`src/rtl/fifo_lane.sv`:
```
// fifo_lane: per-lane synchronous FIFO feeding one input of the L1 mux.
// Buffers DATA_WIDTH-bit words and returns them with a 1-cycle read latency.
// It provides full, empty, almost_full and almost_empty flags, plus an error
// output that reports overflow and underflow.
// Optional build macro FIFO_ERR_STICKY_EN: when defined, error is sticky and
// the err_code port is added (bit0 = overflow seen, bit1 = underflow seen).
module fifo_lane #(
  parameter int unsigned DATA_WIDTH      = 8,
  parameter int unsigned ADDR_WIDTH      = 3,
  parameter int unsigned ALMOST_FULL_TH  = 6,
  parameter int unsigned ALMOST_EMPTY_TH = 1
) (
  input  logic                  clk,
  input  logic                  reset,
  input  logic [DATA_WIDTH-1:0] dataIn,
  input  logic                  validIn,
  input  logic                  pop,
  output logic [DATA_WIDTH-1:0] dataOut,
  output logic                  validOut,
  output logic                  full,
  output logic                  empty,
  output logic                  almost_full,
  output logic                  almost_empty,
  output logic                  error
`ifdef FIFO_ERR_STICKY_EN
  , output logic [1:0]          err_code
`endif
);

  localparam int unsigned DEPTH_N = 1 << ADDR_WIDTH;
  localparam logic [ADDR_WIDTH:0] DEPTH  = (ADDR_WIDTH+1)'(DEPTH_N);
  localparam logic [ADDR_WIDTH:0] AF_TH  = (ADDR_WIDTH+1)'(ALMOST_FULL_TH);
  localparam logic [ADDR_WIDTH:0] AE_TH  = (ADDR_WIDTH+1)'(ALMOST_EMPTY_TH);

  logic [DATA_WIDTH-1:0] mem [0:DEPTH_N-1];
  logic [ADDR_WIDTH-1:0] wrPtr;
  logic [ADDR_WIDTH-1:0] rdPtr;
  logic [ADDR_WIDTH:0]   count;

  logic popAcc;
  logic pushAcc;
  logic overflow;
  logic underflow;

  // Flags decode only the registered count, so inputs cannot glitch them.
  always_comb begin
    full         = (count == DEPTH);
    empty        = (count == '0);
    almost_full  = (count >= AF_TH);
    almost_empty = (count <= AE_TH);
  end

  // Accept/reject decisions. A push while full is allowed only if a pop
  // frees a slot in the same cycle. A pop while empty never falls through.
  always_comb begin
    popAcc    = pop & ~empty;
    pushAcc   = validIn & (~full | popAcc);
    overflow  = validIn & full & ~popAcc;
    underflow = pop & empty;
  end

  // Storage write. Memory is not reset, so this block has no reset term.
  always_ff @(posedge clk) begin
    if (pushAcc) mem[wrPtr] <= dataIn;
  end

  // Pointers, occupancy and registered read port.
  always_ff @(posedge clk or negedge reset) begin
    if (!reset) begin
      wrPtr    <= '0;
      rdPtr    <= '0;
      count    <= '0;
      dataOut  <= '0;
      validOut <= 1'b0;
    end else begin
      if (pushAcc) wrPtr <= wrPtr + ADDR_WIDTH'(1);
      if (popAcc) begin
        rdPtr    <= rdPtr + ADDR_WIDTH'(1);
        dataOut  <= mem[rdPtr];
        validOut <= 1'b1;
      end else begin
        dataOut  <= '0;
        validOut <= 1'b0;
      end
      if (pushAcc && !popAcc)      count <= count + (ADDR_WIDTH+1)'(1);
      else if (popAcc && !pushAcc) count <= count - (ADDR_WIDTH+1)'(1);
    end
  end

`ifdef FIFO_ERR_STICKY_EN
  // Sticky error and cause bits, cleared only by reset.
  always_ff @(posedge clk or negedge reset) begin
    if (!reset) begin
      error    <= 1'b0;
      err_code <= '0;
    end else begin
      error    <= error | overflow | underflow;
      err_code <= err_code | {underflow, overflow};
    end
  end
`else
  // One-cycle error pulse following an overflow or underflow.
  always_ff @(posedge clk or negedge reset) begin
    if (!reset) error <= 1'b0;
    else        error <= overflow | underflow;
  end
`endif

endmodule

```
`config.mk`:
```
export PLATFORM = sky130hd
export DESIGN_NAME = fifo_lane
export DESIGN_NICKNAME = d
export VERILOG_FILES = /design/src/rtl/fifo_lane.sv
export SDC_FILE = /design/constraint.sdc
export NUM_CORES = 1
export LEC_CHECK = 0
export CAP_MARGIN = 20
export CORE_ASPECT_RATIO = 0.9
export CORE_MARGIN = 2
export CORE_UTILIZATION = 45
export CTS_CLUSTER_SIZE = 25
export DETAILED_ROUTE_END_ITERATION = 16
export PLACE_DENSITY = 0.65
export SETUP_SLACK_MARGIN = 0.2
export SYNTH_ARGS = -nofsm -noshare
export SYNTH_HDL_FRONTEND = slang
export SYNTH_SLANG_ARGS = --single-unit
```
`constraint.sdc`:
```
create_clock -name clk -period 3.1 [get_ports clk]
set_clock_uncertainty 0.1 [all_clocks]
set_input_delay 0.465 -clock clk [delete_from_list [all_inputs] [get_ports clk]]
set_output_delay 0.465 -clock clk [all_outputs]
set_load 0.01 [all_outputs]
```
==> results.ini <==
[sta]
tightest_slew_ps = 868
final-max-slew-violation-count = 0
rsz0062_at_grt = no
relSlewSlack = 0.421
finalCriticalPeriod_ps = 2690
finalHoldViolCount = 0
fin_setup_tns_ps = 0
finalSetupViolations = 0
finalCritPeriodShare = 0.868
fmax_ghz = 0.371

[finish]
areaGrowthSynthToFinish_pct = 18.4
finalInstanceArea_mm2 = 0.00400
instances_no_fill = 347
diodes = 0
layout.nets = 269
drive_gt1_frac = 0.177

[detailed_routing]
drtIter0Drc = 92
drtPass1Iterations = 4
ant_nets = 0
wl_per_cell_um = 17.6
wirelength_um = 6100
vias = 1807
drcViolationCount = 0
vias_per_cell = 5.21

[cts]
cts_setup_buffers = 0
numCtsBuffers = 9
clock_path_buffers = 2
htreeDepth = 3
ctsHoldBuffers = 0
ctsRootBufferMaster = clkbuf_8
cts_sinks = 84
clk_pin_slew_ps = 80
cts_tree = yes
insertion_delay_ps = 350
cts_resized = 0

[setup_path]
cp-start-kind = flip-flop
critical-path-top-delay-family = buffers and inverters
worstPathMaxFanout = 6
cp.arrival_ps = 2130
crit_buf_inv = 3
cp_slowest_cell = clkdlybuf4s50_1
critPathRequiredTime_ps = 2530
critPathMaxStageDelay_ps = 530
cp_common_cell = inv_1
critPathKind = reg -> out
endpoint_kind = output port
critical_path.cell_chain = inv_1 -> ha_1 -> or3b_1 -> inv_1 -> clkdlybuf4s50_1

[global_routing]
grt_pass1_wl_um = 9280
grt_pass1_vias = 1755
overflow = 0
track_usage = 0.160
grt_max_degree = 21
antenna_found_initial = 0

[logic_synthesis]
synth_area_per_cell_um2 = 16.2
ys_seq_area_frac = 0.717
synth_cell_types = 28
synth_area_leaders = edfxtp_1, dfrtp_1, mux2_2
synth_top_area_frac = 0.569
synth_largest_area_cell = edfxtp_1
synth_fp_nets = 228
synthCells = 208
synthesis.area_mm2 = 0.00338
yosysWarnings = 0
synth_seq_cells = 84

[placed_design]
port_buffers = 25
post_dp_cell_area_mm2 = 0.00379
dp.cells = 330
gp_congestion = 0.699
hpwl_um = 3880

[die]
initial_core_util = 0.472
die_w_um = 95.3
die_y_um = 86.2
core_area_mm2 = 0.00715
pin_count = 26
rows = 29
die_area_mm2 = 0.00821

[outcome]
outcome = finished, final reports clean

[power]
p_leak_nw = 1.49
power_density_mw_per_mm2 = 883
peakVddDrop_v = 0.000328

[flow_run]
maxCapViolations = 0

[worst_hold_path]
hold_path.class = in -> async

==> placed cells by master, fill, tap and decap left out, types with 2 or more instances in the layout <==
| cell type | synthesis | layout |
|---|---|---|
| edfxtp_1 | 64 | 64 |
| clkdlybuf4s50_1 | 0 | 25 |
| dfrtp_1 | 20 | 20 |
| mux2_2 | 18 | 18 |
| mux2i_1 | 17 | 17 |
| nor3_1 | 11 | 11 |
| buf_4 | 2 | 11 |
| clkbuf_8 | 0 | 10 |
| nor2_1 | 9 | 9 |
| o22ai_1 | 8 | 8 |
| a22o_1 | 8 | 8 |
| ha_1 | 8 | 8 |
| nand2_1 | 7 | 7 |
| inv_1 | 5 | 5 |
| xnor2_1 | 5 | 5 |
| nand2b_1 | 4 | 4 |
| nand3_1 | 3 | 3 |
| o21ai_0 | 3 | 3 |
| xor2_1 | 3 | 3 |
| clkinvlp_4 | 0 | 2 |
| clkbuf_1 | 1 | 2 |
==> kinds of logic (layout without fill, tap and decap cells) <==
kind of cell,count (synthesis),in the layout,synth area share
adder cells (fa/ha/maj),8,8,0.0296
AND/OR/NAND/NOR,41,41,0.0626
buffers and inverters,12,58,0.0167
flip-flops,84,84,0.717
AO/OA/AOI/OAI,20,20,0.0426
XOR/XNOR,8,8,0.0207
multiplexers,35,35,0.110
==> worst register-to-register path: stages, from the launching register on <==
cell       delay [ps]
dfrtp_1           440
inv_1             130
ha_1              200
nand4bb_1         180
nand2_1           180
inv_1              60
ha_1              250
or4_1             500
a21oi_2           160
xor2_1            140
==> synthesized netlist by cell type <==
master / n
xor2_1: 3
nor2b_1: 1
nand3b_1: 1
buf_1: 1
a22o_1: 8
nand2_1: 7
clkbuf_1: 1
buf_2: 3
edfxtp_1: 64
nand4_1: 1
and3b_1: 1
dfrtp_1: 20
mux2i_1: 17
or3b_1: 1
nand3_1: 3
buf_4: 2
inv_1: 5
nand4bb_1: 1
o21ai_0: 3
o22ai_1: 8
a21oi_2: 1
nand2b_1: 4
nor2_1: 9
mux2_2: 18
nor3_1: 11
or4_1: 1
xnor2_1: 5
ha_1: 8
==> report_power, final <==
| part | total [mW] | switching [mW] | internal [mW] |
|---|---|---|---|
| combinational | 1.12 | 0.541 | 0.578 |
| clock | 0.766 | 0.372 | 0.394 |
| sequential | 1.65 | 0.187 | 1.46 |
| total | 3.53 | 1.10 | 2.43 |
==> worst paths after layout <==
check	start	end	slack [ps]	cells past startpoint
worst max-delay path	count[0]$_DFFE_PN0P_	empty	410	5
worst min-delay path	reset	rdPtr[1]$_DFFE_PN0N_	200	1
worst max register to register	count[0]$_DFFE_PN0P_	count[3]$_DFFE_PN0P_	680	9
worst min register to register	wrPtr[0]$_DFFE_PN0P_	wrPtr[0]$_DFFE_PN0P_	450	1
max in group asynchronous	reset	count[1]$_DFFE_PN0P_	2310	2
min in group clk	wrPtr[0]$_DFFE_PN0P_	wrPtr[0]$_DFFE_PN0P_	450	1
==> per-stage QoR <==
step / utilization / hold WS (ps) / power [mW] / worst slack (ps)
2_1_floorplan: - / 69.4 / 2.38 / 756
3_3_place_gp: 0.530 / 424 / 2.78 / 471
3_5_place_dp: 0.530 / 425 / 2.80 / 420
4_1_cts: 0.557 / 441 / 3.56 / 373
5_1_grt: 0.559 / 183 / 3.74 / 282
6_report: 0.559 / 204 / 3.53 / 408
==> per-layer routing <==
layer | wire [um] | global-route usage | vias to the layer above | share of wire
met5 | 0 | 0 | - | 0
met4 | 68 | 0.0553 | 0 | 0.011
met3 | 272 | 0.0548 | 5 | 0.045
met2 | 3060 | 0.261 | 31 | 0.50
met1 | 2700 | 0.202 | 905 | 0.44
li1 | - | - | 866 | -
==> cell type report <==
cell class              count  area [um^2]
fillers                   579         3150
flip-flops and latches     84         2420
multi-input cells         112          898
repair buffers             37          348
clock buffers              12          145
well taps                  93          116
clock inverters             4         50.0
inverters                   5         18.8
==> registers in the layout, summed over array words and instances, names as in the netlist <==
register and flops:
mem 64, validOut 1, error 1, rdPtr 3
count 4, wrPtr 3, dataOut 8
No activity file was read; power rests on OpenSTA's default activity.
